File: config.mk
export PLATFORM = sky130hd
export DESIGN_NAME = ex_stage
export DESIGN_NICKNAME = d
export VERILOG_FILES = /design/src/rtl/ex_stage_pkg.sv /design/src/rtl/ex_stage_alu.sv /design/src/rtl/ex_stage.sv
export SDC_FILE = /design/constraint.sdc
export NUM_CORES = 1
export LEC_CHECK = 0
export ABC_AREA = 0
export CAP_MARGIN = 5
export CORE_UTILIZATION = 25
export DETAILED_ROUTE_END_ITERATION = 8
export DONT_BUFFER_PORTS = 1
export SLEW_MARGIN = 10
export SYNTH_ARGS = -nofsm -noshare
export SYNTH_HDL_FRONTEND = slang
export SYNTH_SLANG_ARGS = --single-unit
File: constraint.sdc
create_clock -name clk -period 7 [get_ports clk]
set_input_delay 0.7 -clock clk [delete_from_list [all_inputs] [get_ports clk]]
set_output_delay 0.7 -clock clk [all_outputs]
set_load 0.005 [all_outputs]
File: src/rtl/ex_stage_pkg.sv
// Shared pipeline definitions: inter-stage bus widths, ALU opcode bit positions
// and field offsets of the buses leaving the execute stage.
package ex_stage_pkg;

  localparam int unsigned DS_TO_ES_BUS_WD = 148;
  localparam int unsigned ES_TO_MS_BUS_WD = 71;
  localparam int unsigned ES_TO_DS_BUS_WD = 39;
  localparam int unsigned MS_TO_DS_BUS_WD = 38;

  localparam int unsigned ALU_OP_WD = 12;
  localparam int unsigned ALU_ADD  = 0;
  localparam int unsigned ALU_SUB  = 1;
  localparam int unsigned ALU_SLT  = 2;
  localparam int unsigned ALU_SLTU = 3;
  localparam int unsigned ALU_AND  = 4;
  localparam int unsigned ALU_NOR  = 5;
  localparam int unsigned ALU_OR   = 6;
  localparam int unsigned ALU_XOR  = 7;
  localparam int unsigned ALU_SLL  = 8;
  localparam int unsigned ALU_SRL  = 9;
  localparam int unsigned ALU_SRA  = 10;
  localparam int unsigned ALU_LUI  = 11;

  localparam int unsigned ES2MS_PC_LSB           = 0;
  localparam int unsigned ES2MS_RESULT_LSB       = 32;
  localparam int unsigned ES2MS_WADDR_LSB        = 64;
  localparam int unsigned ES2MS_RF_WE_BIT        = 69;
  localparam int unsigned ES2MS_RES_FROM_MEM_BIT = 70;

  localparam int unsigned ES2DS_RESULT_LSB       = 0;
  localparam int unsigned ES2DS_WADDR_LSB        = 32;
  localparam int unsigned ES2DS_RF_WE_BIT        = 37;
  localparam int unsigned ES2DS_RES_FROM_MEM_BIT = 38;

  typedef struct packed {
    logic [ALU_OP_WD-1:0] alu_op;
    logic                 res_from_mem;
    logic [31:0]          alu_src1;
    logic [31:0]          alu_src2;
    logic                 mem_we;
    logic                 rf_we;
    logic [4:0]           rf_waddr;
    logic [31:0]          rkd_value;
    logic [31:0]          pc;
  } ds_to_es_t;

endpackage

File: src/rtl/ex_stage_alu.sv
// Combinational ALU driven by a one-hot opcode; an all-zero opcode yields 0.
module alu
  import ex_stage_pkg::*;
(
  input  logic [ALU_OP_WD-1:0] alu_op,
  input  logic [31:0]          alu_src1,
  input  logic [31:0]          alu_src2,
  output logic [31:0]          alu_result
);

  logic [31:0]        add_res;
  logic [31:0]        sub_res;
  logic signed [31:0] sra_res;
  logic               slt_res;
  logic               sltu_res;
  logic [4:0]         shamt;

  assign shamt    = alu_src2[4:0];
  assign add_res  = alu_src1 + alu_src2;
  assign sub_res  = alu_src1 - alu_src2;
  assign slt_res  = $signed(alu_src1) < $signed(alu_src2);
  assign sltu_res = alu_src1 < alu_src2;
  assign sra_res  = $signed(alu_src1) >>> shamt;

  // One-hot opcode lets every unit's output be masked and OR-merged.
  always_comb begin
    alu_result = '0;
    alu_result |= {32{alu_op[ALU_ADD]}}  & add_res;
    alu_result |= {32{alu_op[ALU_SUB]}}  & sub_res;
    alu_result |= {32{alu_op[ALU_SLT]}}  & {31'b0, slt_res};
    alu_result |= {32{alu_op[ALU_SLTU]}} & {31'b0, sltu_res};
    alu_result |= {32{alu_op[ALU_AND]}}  & (alu_src1 & alu_src2);
    alu_result |= {32{alu_op[ALU_NOR]}}  & ~(alu_src1 | alu_src2);
    alu_result |= {32{alu_op[ALU_OR]}}   & (alu_src1 | alu_src2);
    alu_result |= {32{alu_op[ALU_XOR]}}  & (alu_src1 ^ alu_src2);
    alu_result |= {32{alu_op[ALU_SLL]}}  & (alu_src1 << shamt);
    alu_result |= {32{alu_op[ALU_SRL]}}  & (alu_src1 >> shamt);
    alu_result |= {32{alu_op[ALU_SRA]}}  & sra_res;
    alu_result |= {32{alu_op[ALU_LUI]}}  & alu_src2;
  end

endmodule

File: src/rtl/ex_stage.sv
// Execute stage: holds one decoded instruction, computes its ALU result, issues
// the data-SRAM request and forwards the destination back to decode.
module ex_stage
  import ex_stage_pkg::*;
(
  input  logic                       clk,
  input  logic                       reset,
  input  logic                       id_to_ex_valid,
  output logic                       ex_allowin,
  input  logic [DS_TO_ES_BUS_WD-1:0] id_to_ex_bus,
  input  logic                       mem_allowin,
  output logic                       ex_to_mem_valid,
  output logic [ES_TO_MS_BUS_WD-1:0] ex_to_mem_bus,
  output logic [ES_TO_DS_BUS_WD-1:0] ex_to_id_bus,
  output logic                       data_sram_en,
  output logic [3:0]                 data_sram_we,
  output logic [31:0]                data_sram_addr,
  output logic [31:0]                data_sram_wdata
);

  ds_to_es_t   payload;
  logic        ex_valid;
  logic        ex_ready_go;
  logic [31:0] alu_result;
  logic        ex_rf_we;
  logic        ex_res_from_mem;

  assign ex_ready_go     = 1'b1;
  assign ex_allowin      = ~ex_valid | (ex_ready_go & mem_allowin);
  assign ex_to_mem_valid = ex_valid & ex_ready_go;

  always_ff @(posedge clk or posedge reset) begin
    if (reset) begin
      ex_valid <= 1'b0;
    end else if (ex_allowin) begin
      ex_valid <= id_to_ex_valid;
    end
  end

  always_ff @(posedge clk or posedge reset) begin
    if (reset) begin
      payload <= '0;
    end else if (id_to_ex_valid & ex_allowin) begin
      payload <= ds_to_es_t'(id_to_ex_bus);
    end
  end

  alu u_alu (
    .alu_op     (payload.alu_op),
    .alu_src1   (payload.alu_src1),
    .alu_src2   (payload.alu_src2),
    .alu_result (alu_result)
  );

  assign ex_rf_we        = payload.rf_we & ex_valid;
  assign ex_res_from_mem = payload.res_from_mem & ex_valid;

  // Request only on the hand-off cycle so read data lines up with the memory stage.
  assign data_sram_en    = ex_valid & (payload.res_from_mem | payload.mem_we) & mem_allowin;
  assign data_sram_we    = {4{ex_valid & payload.mem_we & mem_allowin}};
  assign data_sram_addr  = alu_result;
  assign data_sram_wdata = payload.rkd_value;

  assign ex_to_mem_bus = {ex_res_from_mem, ex_rf_we, payload.rf_waddr, alu_result, payload.pc};
  assign ex_to_id_bus  = {ex_res_from_mem, ex_rf_we, payload.rf_waddr, alu_result};

endmodule
==> reports/summary.txt <==
layout net count -> 1823
R2R Path Start -> ex_to_mem_valid
crit path kind -> reg2out
crit-path max cell delay -> 860 ps
Die W -> 254 µm
Core Rows -> 92
CP Capture Type -> output pin
Hold Slack -> 274 ps
Area growth syn-to-layout -> 1.57%
HPWL Detailed -> 48.4 mm
DRC violations left -> 0
Final min period -> 5470 ps
Slew Viols, Final -> 0
first-pass GRT wire length -> 90.5 mm
Mapped Nets -> 2055
Buffers on Ports -> 0
Data required, critical path -> 6300 ps
Slew @ Worst Pin -> 1030 ps
FFs w/ async S/R, synth -> 100%
Initial Util -> 25.3%
root buf cell -> clkbuf_16
CP cell instances -> buf_4 > mux2_2 > a21oi_1 > nor2_1 > a31oi_1 > a21oi_1 > a211oi_1 > o21ai_0
hold buffer count at cts -> 0
FMAX -> 183 MHz
Worst Reg-to-Reg Cells -> 4
slowest stage cell, crit path -> dfrtp_4
via count -> 14000
Mapped Cells -> 1804
MaxCap Viol Count -> 0
clock slew seen by the registers of the worst setup and hold paths -> 70 ps
initial antenna violation count -> 14
mapped cell area -> 15900 µm²
Seq/Total Area, Yosys -> 23.4%
Synth Register Bits -> 149
GR Overflow Total -> 0
Leak -> 6.49 nW
core box area -> 63000 µm²
final WL -> 63.0 mm
crit-path most repeated cell -> a21oi_1
Critical R2R Capture -> payload[79]
post-cts resize count -> 0
worst reg2reg setup slack -> 4150 ps
vias in the first global route -> 13300
Mapped Avg Cell Area -> 8.82 µm²
final hold viol count -> 0
CTS sink cnt -> 149
Detailed Routing Iterations Pass 1 -> 9
setup bufs post-CTS -> 0
TritonCTS clock tree -> done
Worst Path Arrival -> 4770 ps
Max VDD drop -> 0.189 mV
Total GRT Usage -> 19.1%
pwr/cell area -> 300 nW/µm²
die height -> 254 µm
WL/cell -> 25.9 µm
Routability Congestion -> 1.03
commonest non-fill, non-tap cell in the layout -> mux2_2
RSZ-0062 raised after global routing -> false
layout cell share with drive strength beyond 1 -> 18.4%
Final Setup Violations -> 0
Slew Limit Headroom -> 31.6%
worst setup margin -> 1530 ps
Top FF cell, synth -> dfrtp_1
Via density -> 5.74
setup_tns -> 0 ps
status -> complete, no violations
Tcrit/Tclk final -> 78.2%
Final Power -> 4.85 mW
commonest non-fill, non-tap cells in the layout -> 163 x mux2_2, 145 x dfrtp_1, 133 x nor2_1, 116 x a21oi_1, 115 x nand2_1
Worst Skew -> 13.2 ps
source-to-sink clock delay at the later pin of the worst-skew pair -> 490 ps
synth unique cells -> 83
Worst setup SP type -> register
Ys Warns -> 0
Clock Path Buffers -> 2
worst min-delay path class -> in2async
htree depth -> 4
Final ANT Viol Nets -> 0
Num CTS Buffers -> 17
Post-synth EDFFs -> 0
I/O pins -> 333
largest net degree at the start of global routing -> 103
CP max FO -> 55
dpl ws -> 2180 ps
die area -> 64600 µm²
DRT iter0 DRCs -> 1894
==> power breakdown <==
group	total (mW)	internal (mW)	leakage, nW	switching [mW]
Clock	0.984	0.539	0.299	0.445
Sequential	1.24	0.987	1.74	0.253
Combinational	2.62	0.955	4.45	1.67
==> cell usage after synthesis (all sizes together), types with 16 or more instances <==
cell | count | share of area, %
inv | 102 | 2.4
mux2 | 166 | 12
mux4 | 43 | 6.1
nor2 | 135 | 3.2
ha | 97 | 7.6
clkbuf | 82 | 1.9
buf | 196 | 8.5
xnor2 | 24 | 1.3
a21o | 17 | 0.80
nand2 | 116 | 2.7
a31oi | 19 | 0.84
o211ai | 19 | 0.93
a211oi | 21 | 0.99
a21oi | 116 | 3.7
nor3 | 26 | 0.82
mux2i | 80 | 5.0
o21ai | 94 | 3.0
dfrtp | 149 | 23
a222oi | 27 | 1.7
o221ai | 16 | 0.88
nand3 | 40 | 1.3
==> how the worst max path moves through the flow <==
stage	from	to	cells past startpoint
6_report	payload[72]	data_sram_addr[18]	8
3_5_place_dp	payload[72]	data_sram_addr[18]	8
4_1_cts	payload[72]	data_sram_addr[18]	8
2_1_floorplan	payload[74]	ex_to_id_bus[26]	17
3_3_place_gp	payload[72]	data_sram_addr[18]	8
5_1_grt	payload[72]	data_sram_addr[18]	8
==> cell families after synthesis <==
logic type               Yosys count  synth area share (%)
buffers and inverters            381                  12.9
adder cells (fa/ha/maj)           99                  7.88
XOR/XNOR                          28                  1.54
flip-flops                       149                  23.4
multiplexers                     289                  22.9
AO/OA/AOI/OAI                    456                  19.9
AND/OR/NAND/NOR                  402                  11.5
==> stage by stage <==
step,utilization (%),instances,cell area [µm²]
2_1_floorplan,-,1804,15900
3_3_place_gp,24.7,2399,15500
3_5_place_dp,24.7,2399,15500
4_1_cts,25.6,2431,16100
5_1_grt,25.6,2433,16100
6_report,25.7,2437,16200
==> registers in the layout, summed over array words and instances, names as in the netlist <==
| name | flops |
|---|---|
| ex_to_id_bus | 5 |
| ex_to_mem_valid | 1 |
| payload | 79 |
| ex_to_mem_bus | 32 |
| data_sram_wdata | 32 |
==> critical path, delay by kind of cell (launching register included) <==
kind,cells,cell delay (ps)
compound gates,5,2080
flops,1,860
buf+inv,1,680
mux,1,420
simple gates,1,180
==> layout make-up <==
type	instances	area (µm²)
Antenna cell	6	15.0
Sequential cell	149	3740
Timing Repair Buffer	27	203
Inverter	103	392
Clock inverter	15	190
Multi-Input combinational cell	1274	10100
Fill cell	6793	46800
Tap cell	846	1060
Clock buffer	17	425
==> per-layer routing <==
metal	wire length, µm	up-vias	GRT usage (%)
met5	69	-	0
met4	2400	12	7.52
met3	6370	150	5.18
met2	28700	887	30.2
met1	25500	6941	24.8
li1	-	6008	-
Power figures use the tool's default switching activity.
